## config.mk

```make
export PLATFORM = sky130hd
export DESIGN_NAME = btn_conditioner
export DESIGN_NICKNAME = d
export VERILOG_FILES = /design/src/rtl/btn_conditioner.sv
export SDC_FILE = /design/constraint.sdc
export NUM_CORES = 1
export LEC_CHECK = 0
export ABC_AREA = 1
export CAP_MARGIN = 20
export CORE_UTILIZATION = 55
export DETAILED_ROUTE_END_ITERATION = 10
export PLACE_DENSITY = 0.83
export SLEW_MARGIN = 10
export SYNTH_ARGS = -nofsm -noshare
export SYNTH_HDL_FRONTEND = slang
export SYNTH_SLANG_ARGS = --single-unit
```

## constraint.sdc

```tcl
create_clock -name clk -period 4.4 [get_ports clk]
set_input_delay 1.32 -clock clk [delete_from_list [all_inputs] [get_ports clk]]
set_output_delay 1.32 -clock clk [all_outputs]
set_load 0.01 [all_outputs]
```

## src/rtl/btn_conditioner.sv

```systemverilog
// N-channel push-button conditioner: sync, tick-sampled debounce, press/release pulses, entropy seed.
// Define BTN_REPEAT_EN to add hold-to-repeat press pulses.
module btn_conditioner #(
  parameter int NBTN         = 5,
  parameter int DIV_W        = 17,
  parameter int STABLE       = 3,
  parameter int SEED_W       = 2,
  parameter int REPEAT_DELAY = 200,
  parameter int REPEAT_RATE  = 50
) (
  input  logic              clk,
  input  logic              rst,
  input  logic [NBTN-1:0]   btn_raw,
  output logic [NBTN-1:0]   btn_level,
  output logic [NBTN-1:0]   btn_press,
  output logic [NBTN-1:0]   btn_release,
  output logic              any_press,
  output logic              sample_tick,
  output logic [SEED_W-1:0] seed
);

  localparam int HW = STABLE - 1;

  logic [DIV_W-1:0] div_cnt;
  logic [NBTN-1:0]  sync_a;
  logic [NBTN-1:0]  sync_b;
  logic [HW-1:0]    hist [NBTN];
  logic [NBTN-1:0]  rise;
  logic [NBTN-1:0]  fall;
  logic [NBTN-1:0]  quiet;
  logic [NBTN-1:0]  rep;

  // Window is the live synchronised sample plus the previous STABLE-1 tick samples.
  always_comb begin
    logic [STABLE-1:0] win;
    win   = '0;
    rise  = '0;
    fall  = '0;
    quiet = '0;
    for (int i = 0; i < NBTN; i++) begin
      win      = {sync_b[i], hist[i]};
      quiet[i] = ~|win;
      rise[i]  = sample_tick & (&win) & ~btn_level[i];
      fall[i]  = sample_tick & quiet[i] & btn_level[i];
    end
  end

`ifdef BTN_REPEAT_EN
  localparam int RMAX = (REPEAT_DELAY > REPEAT_RATE) ? REPEAT_DELAY : REPEAT_RATE;
  localparam int RW   = $clog2(RMAX + 1);
  localparam logic [RW-1:0] DELAY_LIM = RW'(REPEAT_DELAY);
  localparam logic [RW-1:0] RATE_LIM  = RW'(REPEAT_RATE);

  logic [RW-1:0]   rcnt [NBTN];
  logic [NBTN-1:0] rphase;

  always_comb begin
    rep = '0;
    for (int i = 0; i < NBTN; i++) begin
      rep[i] = sample_tick & btn_level[i] & ~quiet[i] &
               ((rcnt[i] + RW'(1)) == (rphase[i] ? RATE_LIM : DELAY_LIM));
    end
  end

  // rphase selects the first (long) delay versus the steady repeat rate.
  always_ff @(posedge clk) begin
    if (rst) begin
      rphase <= '0;
      for (int i = 0; i < NBTN; i++) rcnt[i] <= '0;
    end else begin
      for (int i = 0; i < NBTN; i++) begin
        if (!btn_level[i] || fall[i]) begin
          rcnt[i]   <= '0;
          rphase[i] <= 1'b0;
        end else if (sample_tick) begin
          if (rep[i]) begin
            rcnt[i]   <= '0;
            rphase[i] <= 1'b1;
          end else begin
            rcnt[i] <= rcnt[i] + RW'(1);
          end
        end
      end
    end
  end
`else
  assign rep = '0;
`endif

  always_ff @(posedge clk) begin
    if (rst) begin
      div_cnt     <= '0;
      sample_tick <= 1'b0;
      sync_a      <= '0;
      sync_b      <= '0;
      btn_level   <= '0;
      btn_press   <= '0;
      btn_release <= '0;
      any_press   <= 1'b0;
      seed        <= '0;
      for (int i = 0; i < NBTN; i++) hist[i] <= '0;
    end else begin
      div_cnt     <= div_cnt + DIV_W'(1);
      sample_tick <= (div_cnt == '1);
      sync_a      <= btn_raw;
      sync_b      <= sync_a;
      btn_level   <= (btn_level | rise) & ~fall;
      btn_press   <= rise | rep;
      btn_release <= fall;
      any_press   <= |(rise | rep);
      if (|sync_b) seed <= seed + SEED_W'(1);
      if (sample_tick) begin
        for (int i = 0; i < NBTN; i++) hist[i] <= (hist[i] << 1) | HW'(sync_b[i]);
      end
    end
  end

endmodule
```

==> qor.csv <==
stage,metric,value,unit
detailed_routing,route.detailed.vias_per_inst,4.89,
sta,timing.final.setup_violations,0,
clock_network,tritoncts,done,
detailed_routing,met1_length,1800,um
sta,setup_tns,0,ns
global_route,pin_count_of_the_biggest_net_entering_global_routing,30,
layout,seq_area,1220,um2
logic_synthesis,sequential_share_of_the_synthesized_area,56.9,%
job,cap_viol_max_count,0,
place,detailed_place_hpwl,2690,um
detailed_routing,final_antenna_net_count,0,
logic_synthesis,synth_xor_area_share,0,%
detailed_routing,drtPass1Iterations,4,
detailed_routing,drt_iter0_drc,91,
layout,post-route-cell-area,2520,um2
global_route,grt_antenna_before_repair,0,
setup_path,cpMaxStageDelayCell,sky130_fd_sc_hd__clkdlybuf4s50_1,
setup_path,max_stage_delay,0.62,ns
logic_synthesis,synth_mux_area_share,0,%
sta,final_min_period_over_clock_period,64.8,%
logic_synthesis,synth_simple_gate_area_share,26.5,%
power,power_per_cell_area,338,nW/um2
detailed_routing,remaining_drc_errors,0,
power,post-layout-total-power,853,uW
clock_network,clock_insertion_delay_worst_skew,0.31,ns
layout,combined_area_of_the_multi_input_logic_cells,724,um2
detailed_routing,avgRoutedWirePerCell,10.9,um
hold_path,timing.hold.worst.class,reg -> reg,
clock_network,cts_buffer_depth,2,
setup_path,worst_ep_required_time,3.08,ns
clock_network,h_tree_depth,2,
setup_path,worstPathCellList,clkdlybuf4s50_1,
layout,drive_above_1_share,5.41,%
sta,max_slew_margin,68.9,%
setup_path,critPathCaptureType,output pin,
logic_synthesis,ys_ff_latch,56,
setup_path,crit_path_start,sample_tick,
global_route,global_route.overflow_total,0,
clock_network,cts.root.buffer_cell,sky130_fd_sc_hd__clkbuf_8,
floorplan,floorplan.die.width,64.5,um
sta,fin_skew,0.00666,ns
setup_path,worstPathMaxFanout,13,
setup_path,worst-path-buf-inv,1,
setup_path,crit_type,reg -> out,
power,cellLeakagePower,1.01,nW
setup_path,timing.critical_path.from_type,flop,
logic_synthesis,syn_area,2150,um2
logic_synthesis,yosysWarningCount,0,
logic_synthesis,synth_cell_types,20,
power,peakVddDrop,246,uV
logic_synthesis,syn_area_per_cell,7.98,um2
logic_synthesis,yosys.area_share.adder,1.17,%
floorplan,ios,26,
sta,slew_viol_final,0,
setup_path,rr_startpoint,div_cnt[0],
layout,most_frequent_cells_in_the_layout,"sky130_fd_sc_hd__nor2_1 (63), sky130_fd_sc_hd__dfxtp_1 (46), sky130_fd_sc_hd__inv_1 (45)",
place,place.port_buffers,25,
detailed_routing,vias,1682,
logic_synthesis,syn_inst,269,
sta,finalCriticalPeriod,2.85,ns
setup_path,crit_family,buffers and inverters,
setup_path,endpoint_arrival_time_on_the_critical_path,1.53,ns
layout,area_growth_syn_to_layout,17.4,%
floorplan,core.rowCount,22,
detailed_routing,wl,3760,um
clock_network,post_cts_hold_buffer_count,0,
layout,fill_cells,314,
layout,number_of_nets_in_the_layout,304,
sta,max_slew.worst_pin.slew,0.465,ns
place,gp_congestion,0.883,
sta,hold_violations,0,
layout,antenna-diode-count,0,
clock_network,tritoncts_num_sinks,56,
global_route,via_count_of_the_first_global_routing_pass,1482,
floorplan,die_height,64.5,um
floorplan,start_util,57.8,%
floorplan,core-area,3720,um2
global_route,gr-usage-all-layers,21.0,%
detailed_routing,dr.max_layer_used,met4,
detailed_routing,wl_met3,184,um
logic_synthesis,largest_family_of_logic_cells_by_synthesized_area,simple AND/OR/NAND/NOR gates,
place,detailed_place.area,2430,um2
hold_path,worstHoldStart,sync_a[0],
clock_network,tritoncts.num_buffers,5,
sta,rsz0062_at_grt,no,
outcome,outcome,"finished, final reports clean",
logic_synthesis,syn_nets,278,
floorplan,die_area,4160,um2
sta,fmaxAchievable,351,MHz
detailed_routing,met2_length,1710,um
clock_network,clkTransAtPathRegs,0.09,ns
logic_synthesis,synth-compound-area-share,6.12,%
clock_network,post_cts.repair.setup_buffers,0,
clock_network,cts-resized-gates,0,
layout,layout.cells.most_common,sky130_fd_sc_hd__nor2_1,
global_route,first_pass_grt_wire_length,6470,um
## cells in the mapped netlist
cell                       count  area share (%)
sky130_fd_sc_hd__clkbuf_1      4            0.70
sky130_fd_sc_hd__nand3_1      13             3.0
sky130_fd_sc_hd__o21ai_0       7             1.6
sky130_fd_sc_hd__buf_4         1            0.35
sky130_fd_sc_hd__or2_2         1            0.29
sky130_fd_sc_hd__nor3_1        6             1.4
sky130_fd_sc_hd__o21bai_2      1            0.52
sky130_fd_sc_hd__inv_1        45             7.9
sky130_fd_sc_hd__nor2_2        2            0.58
sky130_fd_sc_hd__nand4_1       8             2.3
sky130_fd_sc_hd__nor2_1       63              11
sky130_fd_sc_hd__dfxtp_1      46              43
sky130_fd_sc_hd__edfxtp_1     10              14
sky130_fd_sc_hd__nand2_1      38             6.6
sky130_fd_sc_hd__a21oi_1      14             3.3
sky130_fd_sc_hd__o21bai_1      1            0.35
sky130_fd_sc_hd__ha_1          2             1.2
sky130_fd_sc_hd__o21a_1        1            0.35
sky130_fd_sc_hd__buf_2         2            0.47
sky130_fd_sc_hd__nand2_2       4             1.2
## routing by layer
metal  global-route usage, %  vias up
met3                    5.81        6
li1                        -      884
met1                    26.6      751
met5                       0        -
met4                    8.33        0
met2                    33.8       41
## metrics by stage
stage	util (%)	cells	worst slack [ns]	hold WS [ns]
floorplan	-	269	2.17	0.388
global placement	65.5	336	1.48	0.390
detailed placement	65.5	336	1.42	0.395
CTS	67.8	344	1.54	0.409
global route	67.8	344	1.45	0.434
finish	67.8	344	1.55	0.408
## sequential cells by signal, indices dropped and copies added (netlist names)
register,count
btn_press,5
div_cnt,17
sync_a,5
seed,2
sync_b,5
sample_tick,1
hist,10
btn_release,5
any_press,1
btn_level,5
## worst paths after layout
kind | end | slack [ns] | cells past startpoint
min reg2reg | sync_b[0] | 0.41 | 2
min | sync_b[0] | 0.41 | 2
max reg2reg | div_cnt[16] | 2.74 | 8
max | sample_tick | 1.55 | 1
## power breakdown
group | switching, mW | internal (mW)
sequential | 0.00775 | 0.533
combinational | 0.0204 | 0.0156
clock | 0.163 | 0.113
total | 0.191 | 0.662
## cell type report
class,instances,area share [%]
sequential,56,48.4
tap,48,2.38
clock inverter,2,0.645
multi-input combinational,161,28.7
clock buffer,6,2.88
inverter,45,6.70
timing repair buffer,26,10.2
## kinds of logic after synthesis
family                   count (synthesis)
AO/OA/AOI/OAI                           24
flip-flops                              56
AND/OR/NAND/NOR                        135
buffers and inverters                   52
adder cells (fa/ha/maj)                  2
Power figures use the tool's default switching activity.
